**config.mk**
```make
export PLATFORM = sky130hd
export DESIGN_NAME = conv_psum_accum_ctrl_flat
export DESIGN_NICKNAME = d
export VERILOG_FILES = /design/src/rtl/conv_psum_accum_ctrl_pkg.sv /design/src/rtl/conv_psum_accum_ctrl_if.sv /design/src/rtl/conv_psum_accum_ctrl_adder.sv /design/src/rtl/conv_psum_accum_ctrl.sv /design/src/flat_wrapper.sv
export SDC_FILE = /design/constraint.sdc
export NUM_CORES = 1
export LEC_CHECK = 0
export ABC_AREA = 1
export ABC_CLOCK_PERIOD_IN_PS = 16600
export CAP_MARGIN = 20
export CORE_MARGIN = 1
export CORE_UTILIZATION = 28
export DETAILED_ROUTE_END_ITERATION = 6
export HOLD_SLACK_MARGIN = 0.05
export PLACE_DENSITY = 0.62
export SYNTH_ARGS = -nofsm -noshare
export SYNTH_HDL_FRONTEND = slang
export SYNTH_HIERARCHICAL = 1
export SYNTH_SLANG_ARGS = --single-unit
```
**constraint.sdc**
```tcl
create_clock -name clk -period 16.6 [get_ports clk]
set_input_delay 4.15 -clock clk [delete_from_list [all_inputs] [get_ports clk]]
set_output_delay 4.15 -clock clk [all_outputs]
set_load 0.05 [all_outputs]
```
**src/rtl/conv_psum_accum_ctrl_pkg.sv**
```systemverilog
// conv_psum_accum_ctrl_pkg: shared FSM encodings and saturation limits for the CNN controllers
package conv_psum_accum_ctrl_pkg;
  typedef enum logic [1:0] {IDLE = 2'd0, ACCUM = 2'd1, DONE = 2'd2} state_t;
  function automatic logic [63:0] sat_max(input int dw);
    return (64'd1 << (dw - 1)) - 64'd1;
  endfunction
  function automatic logic [63:0] sat_min(input int dw);
    return 64'd1 << (dw - 1);
  endfunction
endpackage

```
**src/rtl/conv_psum_accum_ctrl_if.sv**
```systemverilog
// conv_psum_accum_ctrl_if: operand/result handshake bus (start+bias, in stream, out result, busy)
interface conv_psum_accum_ctrl_if #(parameter int DATA_WIDTH = 32);
  logic start;
  logic [DATA_WIDTH-1:0] bias;
  logic in_valid;
  logic [DATA_WIDTH-1:0] in_data;
  logic in_ready;
  logic out_valid;
  logic [DATA_WIDTH-1:0] out_data;
  logic out_ovf;
  logic out_ready;
  logic busy;
  modport master (output start, bias, in_valid, in_data, out_ready,
                  input in_ready, out_valid, out_data, out_ovf, busy);
  modport slave (input start, bias, in_valid, in_data, out_ready,
                 output in_ready, out_valid, out_data, out_ovf, busy);
endinterface

```
**src/rtl/conv_psum_accum_ctrl_adder.sv**
```systemverilog
// conv_psum_accum_ctrl_adder: ripple-carry adder s = a + b + cin (ports a, b, cin in; s out)
module conv_psum_accum_ctrl_adder #(parameter int DATA_WIDTH = 32) (
  input  logic [DATA_WIDTH-1:0] a,
  input  logic [DATA_WIDTH-1:0] b,
  input  logic                  cin,
  output logic [DATA_WIDTH-1:0] s
);
  logic [DATA_WIDTH-1:0] c;
  assign c[0] = cin;
  for (genvar i = 0; i < DATA_WIDTH; i++) begin : g_fa
    assign s[i] = a[i] ^ b[i] ^ c[i];
    if (i < DATA_WIDTH - 1) begin : g_c
      assign c[i+1] = (a[i] & b[i]) | (c[i] & (a[i] ^ b[i]));
    end
  end
endmodule

```
**src/rtl/conv_psum_accum_ctrl.sv**
```systemverilog
// conv_psum_accum_ctrl: accumulates NUM_TAPS signed beats onto a bias with saturation (clk, rst, slave bus)
module conv_psum_accum_ctrl
  import conv_psum_accum_ctrl_pkg::*;
#(
  parameter int DATA_WIDTH = 32,
  parameter int NUM_TAPS   = 9
) (
  input logic clk,
  input logic rst,
  conv_psum_accum_ctrl_if.slave bus
);
  localparam int CNT_W = $clog2(NUM_TAPS + 1);
  localparam logic [DATA_WIDTH-1:0] SMAX = DATA_WIDTH'(sat_max(DATA_WIDTH));
  localparam logic [DATA_WIDTH-1:0] SMIN = DATA_WIDTH'(sat_min(DATA_WIDTH));
  localparam int M = DATA_WIDTH - 1;
  state_t state;
  logic [DATA_WIDTH-1:0] acc, s, nxt, od;
  logic [CNT_W-1:0] cnt;
  logic ovf, ov, oo;
  conv_psum_accum_ctrl_adder #(.DATA_WIDTH(DATA_WIDTH)) u_add (
    .a(acc), .b(bus.in_data), .cin(1'b0), .s(s)
  );
  always_comb begin
    ov  = (acc[M] == bus.in_data[M]) && (s[M] != acc[M]);
    nxt = ov ? (acc[M] ? SMIN : SMAX) : s;
  end
  assign bus.in_ready  = state == ACCUM;
  assign bus.out_valid = state == DONE;
  assign bus.busy      = state != IDLE;
  assign bus.out_data  = od;
  assign bus.out_ovf   = oo;
  always_ff @(posedge clk) begin
    if (rst) begin
      state <= IDLE;
      acc   <= '0;
      cnt   <= '0;
      ovf   <= 1'b0;
      od    <= '0;
      oo    <= 1'b0;
    end else begin
      case (state)
        IDLE: if (bus.start) begin
          state <= ACCUM;
          acc   <= bus.bias;
          cnt   <= '0;
          ovf   <= 1'b0;
        end
        ACCUM: if (bus.in_valid) begin
          acc <= nxt;
          cnt <= cnt + CNT_W'(1);
          ovf <= ovf | ov;
          if (cnt == CNT_W'(NUM_TAPS - 1)) begin
            state <= DONE;
            od    <= nxt;
            oo    <= ovf | ov;
          end
        end
        DONE: if (bus.out_ready) begin
          state <= IDLE;
          od    <= '0;
          oo    <= 1'b0;
        end
        default: state <= IDLE;
      endcase
    end
  end
endmodule

```
**src/flat_wrapper.sv**
```systemverilog
// flat-port wrapper written by rule: the top's interface ports become plain ports
module conv_psum_accum_ctrl_flat import conv_psum_accum_ctrl_pkg::*;
#(
  parameter int DATA_WIDTH = 32,
  parameter int NUM_TAPS   = 9
)
  (clk, rst, bus_start, bus_bias, bus_in_valid, bus_in_data, bus_out_ready, bus_in_ready, bus_out_valid, bus_out_data, bus_out_ovf, bus_busy);
  conv_psum_accum_ctrl_if #(.DATA_WIDTH(DATA_WIDTH)) bus_i ();
  input logic clk;
  input logic rst;
  input wire logic [$bits(bus_i.start)-1:0] bus_start;
  input wire logic [$bits(bus_i.bias)-1:0] bus_bias;
  input wire logic [$bits(bus_i.in_valid)-1:0] bus_in_valid;
  input wire logic [$bits(bus_i.in_data)-1:0] bus_in_data;
  input wire logic [$bits(bus_i.out_ready)-1:0] bus_out_ready;
  output wire logic [$bits(bus_i.in_ready)-1:0] bus_in_ready;
  output wire logic [$bits(bus_i.out_valid)-1:0] bus_out_valid;
  output wire logic [$bits(bus_i.out_data)-1:0] bus_out_data;
  output wire logic [$bits(bus_i.out_ovf)-1:0] bus_out_ovf;
  output wire logic [$bits(bus_i.busy)-1:0] bus_busy;
  assign bus_i.start = bus_start;
  assign bus_i.bias = bus_bias;
  assign bus_i.in_valid = bus_in_valid;
  assign bus_i.in_data = bus_in_data;
  assign bus_i.out_ready = bus_out_ready;
  assign bus_in_ready = bus_i.in_ready;
  assign bus_out_valid = bus_i.out_valid;
  assign bus_out_data = bus_i.out_data;
  assign bus_out_ovf = bus_i.out_ovf;
  assign bus_busy = bus_i.busy;
  conv_psum_accum_ctrl #(.DATA_WIDTH(DATA_WIDTH), .NUM_TAPS(NUM_TAPS)) u_core (.clk(clk), .rst(rst), .bus(bus_i));
endmodule
```
==> metrics.md, run 1 <==
| Metric | Value |
|---|---|
| Number of routed nets with antenna violations | `0` |
| Slack of the critical path | `about 0.40 ns` |
| FILL cells | `1,452` |
| Site row count | `43` |
| Reg2reg path depth | `42` |
| Worst slew margin | `35.7%` |
| Post-DP Area | `5420 um^2` |
| Initial Utilization | `29.0%` |
| Share of layout cells above drive strength 1 | `about 15%` |
| Drt first-iter violations | `254` |
| Clk buf depth | `2` |
| Final Cell Area | `5860 um^2` |
| Critical-path maximum fanout | `10` |
| DRC viols | `0` |
| Hold slack final | `approximately 0.47 ns` |
| Io pins | `approximately 110` |
| Post-CTS Hold Fix Bufs | `0` |
| Final Hold Vio Count | `0` |
| Num CTS Buffers | `9` |
| CP Data Arrival Time | `roughly 16 ns` |
| GR Util All Layers | `between 15 and 20%` |
| ANT cells | `0` |
| Max Cap Viol | `0` |
| Fin crit period | `roughly 16 ns` |
| Vias in the first global route | `a little over 4k` |
| Worst Tran Pin Value | `roughly 0.96 ns` |
| Yosys warns | `6` |
| Avg Vias per Cell | `4.56` |
| WL per Instance | `14.4 um` |
| Period utilization | `between 90% and 100%` |
| Static leakage | `2.52 nW` |
| Sequential area share after synthesis | `between 30% and 40%` |
| Die area | `15,000 um^2` |
| Total power | `614 uW` |
| Setup slack, reg-to-reg | `4.31 ns` |
| Most common cell after layout, fill and taps aside | `nand2_1` |
| Grt ovf | `0` |
| Netlist cell types | `24` |
| Post-DP HPWL | `slightly above 8000 um` |
| Status | `completed` |
| Type of the most critical hold path | `flop to flop` |
| Crit-path leading delay family | `adder cells` |
| Reg area | `1440 um^2` |
| TritonCTS clock tree | `yes` |
| Synthesized area | `4060 um^2` |
| Mapped Cells | `561` |
| CTS Sinks | `72` |
| Crit path required time | `16.86 ns` |
| Placement Setup Slack | `-1.04 ns` |
| Global-route wire length before repair | `between 15,000 and 20,000 um` |
| Die H | `122 um` |
| Placer Congestion | `0.765` |
| WL final | `12,200 um` |
| Via count | `3,840` |
| Number of synthesized register bits | `72` |
| WHS Path Cells | `2` |
| RSZ-0062 raised after global routing | `no` |
| Initial antenna violation count | `0` |
| Slew Viols, Final | `0` |
| Synth-to-Final Area Change | `44.4%` |
| Core region area | `approximately 14,000 um^2` |
| Area of the multi-input gates | `2390 um^2` |
| Largest net degree at the start of global routing | `41` |
| CP Buf/Inv Count | `5` |
| Syn Area/Cell | `about 7.2 um^2` |
| Setup violations, final | `0` |
| CP endpoint kind | `flop` |
| Clock transition at the registers of the reported paths | `0.06 ns` |
| FMAX | `0.0617 GHz` |
| Port bufs | `104` |
| CP Class | `input port to flop` |
| Startpoint Class | `input port` |
| Slowest cell on the critical path | `clkdlybuf4s50_1` |
| Largest stage delay, worst path | `between 0.4 and 0.5 ns` |
| Mapped Nets | `between 600 and 700` |
| Final Skew | `0.00568 ns` |
| Setup Total Neg Slack | `0 ns` |
| Peak supply drop | `~68 uV` |
| Die X | `122 um` |
| Worst skew pair latency | `0.33 ns` |
| Pre-antenna DRT Iters | `4` |
| # nets final | `760` |
| Pwr dens | `105 nW/um^2` |
| Most frequent cells in the layout | `nand2_1, clkdlybuf4s50_1, inv_1, dfxtp_1, a21oi_1` |
| H-tree depth | `3` |
| Critical path's most frequent cell | `fa_2` |
| CTS root buf | `clkbuf_16` |
| Number of cells on the critical path | `43` |
area by class of cell:
class	instances	area share (%)
inverter	80	5.13
multi-input combinational	377	40.8
clock buffer	13	4.27
timing repair buffer	118	21.1
sequential	72	24.6
clock inverter	3	0.299
tap	180	3.84
registers in the layout, summed over array words and instances, names as in the netlist:
register / count
u_core/acc: 32
u_core/bus.out_data: 32
u_core/bus.out_ovf: 1
u_core/cnt: 4
u_core/ovf: 1
u_core/state: 2
stage by stage:
stage | util [%] | instances
5_1_grt | 41.9 | 843
4_1_cts | 41.4 | 842
3_3_place_gp | 38.8 | 824
2_1_floorplan | - | 561
3_5_place_dp | 38.8 | 824
6_report | 41.9 | 843
synth_stat cells:
| cell | instances | area [um^2] |
|---|---|---|
| clkbuf_2 | 3 | 15.0 |
| nand3_2 | 1 | 10.0 |
| o21ai_0 | 37 | 185 |
| buf_2 | 5 | 25.0 |
| nand4_1 | 1 | 6.26 |
| buf_1 | 5 | 18.8 |
| ha_1 | 2 | 25.0 |
| nor3_1 | 1 | 5.00 |
| buf_4 | 3 | 22.5 |
| nor2_4 | 1 | 11.3 |
| fa_1 | 31 | 621 |
| inv_2 | 2 | 7.51 |
| inv_1 | 78 | 293 |
| a21oi_1 | 102 | 510 |
| clkbuf_1 | 13 | 48.8 |
| nor2_2 | 1 | 6.26 |
| buf_6 | 3 | 33.8 |
| nor2_1 | 12 | 45.0 |
| conb_1 | 1 | 3.75 |
| dfxtp_1 | 72 | 1440 |
| nand2_2 | 3 | 18.8 |
| o211a_1 | 1 | 10.0 |
| nand3_1 | 5 | 25.0 |
| nand2_1 | 178 | 668 |
layer usage:
metal / global-route usage, % / share of wire (%) / up-vias
met2: 28.6 / 47 / 115
met5: 0 / 0 / -
met1: 21.5 / 46 / 1775
met4: 4.80 / 2.0 / 0
met3: 4.37 / 5.8 / 21
li1: - / - / 1929
final timing paths:
path	endpoint	start
max	u_core/bus.out_ovf	bus_in_data[0]
min	u_core/bus.out_data[13]	u_core/bus.out_data[13]
min reg2reg	u_core/bus.out_data[13]	u_core/bus.out_data[13]
max reg2reg	u_core/bus.out_ovf	u_core/acc[0]
timing repair:
| item | CTS | global route |
|---|---|---|
| endpoints found under the setup margin | 66 | 66 |
| buffers inserted | 1 | 0 |
| resized for setup | 20 | 15 |
| gates cloned | 1 | 1 |
| pin swaps | 3 | 6 |
worst reg2reg max path: cells and delay by family (launching register included):
| family | cells | cell delay, ns |
|---|---|---|
| flops | 1 | 0.33 |
| compound gates | 1 | 0.12 |
| fa+ha+maj | 31 | 10.78 |
| buf+inv | 4 | 0.47 |
| simple gates | 6 | 0.54 |
power by group:
| part | internal (mW) | total [mW] | switching (mW) |
|---|---|---|---|
| clock | 0.105 | 0.178 | 0.0734 |
| combinational | 0.0956 | 0.230 | 0.134 |
| sequential | 0.192 | 0.206 | 0.0144 |
kinds of logic after synthesis:
| logic type | Yosys count | synth area share [%] |
|---|---|---|
| flip-flops | 72 | 35.5 |
| other | 1 | 0.0924 |
| buffers and inverters | 112 | 11.4 |
| adder cells (fa/ha/maj) | 33 | 15.9 |
| AO/OA/AOI/OAI | 140 | 17.4 |
| AND/OR/NAND/NOR | 203 | 19.6 |
Power figures use the tool's default switching activity.
==> inputs of run 2 (changes only) <==
CTS_CLUSTER_SIZE = 28   (was unset)
==> results of run 2 <==
Final layout, timing and power as in run 1 (identical DEF).
==> patch, RTL diff (flow settings as in run 2) <==
`NUM_TAPS` is set to 9 in 2 places; all go to 18.
--- a/src/rtl/conv_psum_accum_ctrl.sv
+++ b/src/rtl/conv_psum_accum_ctrl.sv
@@ -5,3 +5,3 @@
   parameter int DATA_WIDTH = 32,
-  parameter int NUM_TAPS   = 9
+  parameter int NUM_TAPS   = 18
 ) (
--- a/src/flat_wrapper.sv
+++ b/src/flat_wrapper.sv
@@ -4,3 +4,3 @@
   parameter int DATA_WIDTH = 32,
-  parameter int NUM_TAPS   = 9
+  parameter int NUM_TAPS   = 18
 )
Function: no difference found for any inputs over 10 cycles, from zero or initial values and one cycle with rst high; that may be too few to reach the edited logic, so the function may still have changed.
==> patch against run 2 <==
  * Cell area fell by 1.2%
  * Worst setup slack worse by 0.050 ns
  * Critical path type unchanged
  * Power decreased by 17%
  * Area after synthesis rose by 3.4%
  * Sequential cell count is 1 higher
  * Sequential share of layout area is 0.65 points higher
  * Wire length fell by 4.2%
  * Die area rose by 3.3%
  * Largest cell class unchanged
  * Maximum frequency down 0.31%
==> patch: results (changes against run 2) <==
** Status
- Run status :: complete, no violations

** Detailed routing
- The violation count after the first detailed-route iteration came to 166 (-35%).
- Vias per inst :: 4.48 (-1.7%)
- Via count :: 3831 (-0.23%)
- Wire length on met3 :: 588 µm (-17%)
- The met1 routed wirelength after detailed routing was 5250 µm (-5.4%).
- WL/cell :: 13.6 µm (-5.6%)
- The routed length on met2 is 5620 µm (-0.86%).
- DR top layer :: met4

** Layout
- The filler cell count is 1537 (+5.9%).
- The net count reported at finish came to 773 (+1.7%).
- The share of layout cells above drive strength 1 came to 0.106 (-0.0452).

** Logic synthesis
- Compound-gate portion of the synthesized area :: 0.164 (-0.0104)
- The number of different library cells in the post-synthesis netlist came to 23 (-4.2%).
- Gate Count Post-Synth :: 581 (+3.6%)
- Portion of the post-synthesis area used by sequential elements :: 0.349 (-0.00678)
- The synthesized-area fraction occupied by adder cells was 0.154 (-0.00518).
- Ranking of synthesized cells by area :: dfxtp_1 (35%), nand2_1 (19%), fa_1 (15%)
- Net count after synthesis :: 683 (+3.0%)
- Area share of xor/xnor cells in the synthesized design :: 0.00418 (+0.00418)
- Synthesis Warnings :: 6 (unchanged)
- The commonest cells after synthesis are nand2_1 (214), dfxtp_1 (73), a21oi_1 (69).

** Global route
- The pin count of the biggest net entering global routing was 71 (+73%).
- The total routing resource utilization after global routing is 0.160 (-0.0105).
- The first-pass GRT wire length is 19600 µm (+0.21%).
- The initial antenna violation count was 0 (unchanged).
- The number of global-route vias before repair came to 3872 (-4.1%).

** Power and ir drop
- The largest vdd supply drop is 40.2 µV (-41%).
- The cell leakage power was 0.00243 µW (-3.5%).

** Worst setup path
- The slowest stage of the critical path belongs to the cell clkdlybuf4s50_1.
- The highest net fanout along the worst path is 14 (+4).
- Crit path launch :: bus_in_data[0]
- Crit path DAT :: 16.50 ns (+0.04 ns)

** Clocking
- The number of buffers on the longest clock path was 2 (unchanged).

** Placed design
- The pre-CTS setup slack came to -1.10 ns (-0.0561 ns).
- Inst Count DP :: 839 (+1.8%)
- Post-detailed-placement half-perimeter wirelength :: 7720 µm (-5.0%)
- The count of buffers inserted at the top-level ports came to 104 (unchanged).
- The final estimated routing congestion in global placement came to 0.724 (-5.3%).

** Min path
- The path class of the tightest hold or removal check is flop to flop.
- Startpoint of the most critical hold path :: u_core/ovf$_SDFFE_PP0P_

** Timing
- Setup Skew :: 0.00610 ns (+0.000425 ns)
- The worst slew slack as a fraction of its limit was 0.309 (-0.0481).
patch: changes by cell type in the layout (fill, tap and decap cells not counted), sizes merged, moves of 2 or more:
cell    delta
inv       -25
clkbuf     -3
a21oi     -33
xor2       +2
nand2     +38
o21ai     +31
nand4      +2
patch: path summary, 6_finish.rpt:
kind                                          to  slack [ns]  cells after the start
min reg2reg              u_core/ovf$_SDFFE_PP0P_        0.45                      2
max reg2reg  u_core/bus.out_data[9]$_SDFFE_PP0P_        4.25                     44
max          u_core/bus.out_data[9]$_SDFFE_PP0P_        0.35                     45
min                      u_core/ovf$_SDFFE_PP0P_        0.45                      2
patch: metrics by stage:
step | setup TNS, ns | area, µm²
after global routing | 0 | 5790
final | 0 | 5790
after detailed placement | -69.13 | 5370
after CTS | 0 | 5730
after floorplan | 0 | 4230
after global placement | -60.64 | 5370
patch: cell type report:
class	count	area (µm²)	share of cell area
Multi-Input combinational cell	417	2450	0.423
Sequential cell	73	1460	0.253
Timing Repair Buffer	115	1180	0.205
Clock buffer	11	253	0.0437
Tap cell	184	230	0.0398
Inverter	55	206	0.0357
Clock inverter	1	5.00	0.000865
patch: cells by family after synthesis:
group                    count (synthesis)
AND/OR/NAND/NOR                        244
AO/OA/AOI/OAI                          137
buffers and inverters                   91
flip-flops                              73
adder cells (fa/ha/maj)                 33
XOR/XNOR                                 2
other                                    1
patch: worst reg2reg max path, delay by kind of cell (launching register included):
family	cells	cell delay (ns)
buffers and inverters	6	0.52
and+or+nand+nor	5	0.36
adders and majority gates	31	10.75
AOI/OAI and AO/OA	2	0.30
DFF	1	0.32
patch: power breakdown:
part           total, µW  switching (µW)  internal, µW
Clock                173            67.5           106
Sequential           194            8.47           185
Combinational        143            78.8          64.2
Total                510             155           355
patch: timing repair:
action,in CTS,in global routing
pin swaps,2,2
gates cloned,1,0
endpoints found under the setup margin,66,65
buffers inserted,3,0
resized for setup,20,11
patch: metal layers:
layer / global-route usage / vias up
li1: - / 1995
met1: 0.201 / 1730
met2: 0.267 / 93
met3: 0.0387 / 13
met4: 0.0532 / 0
met5: 0 / -
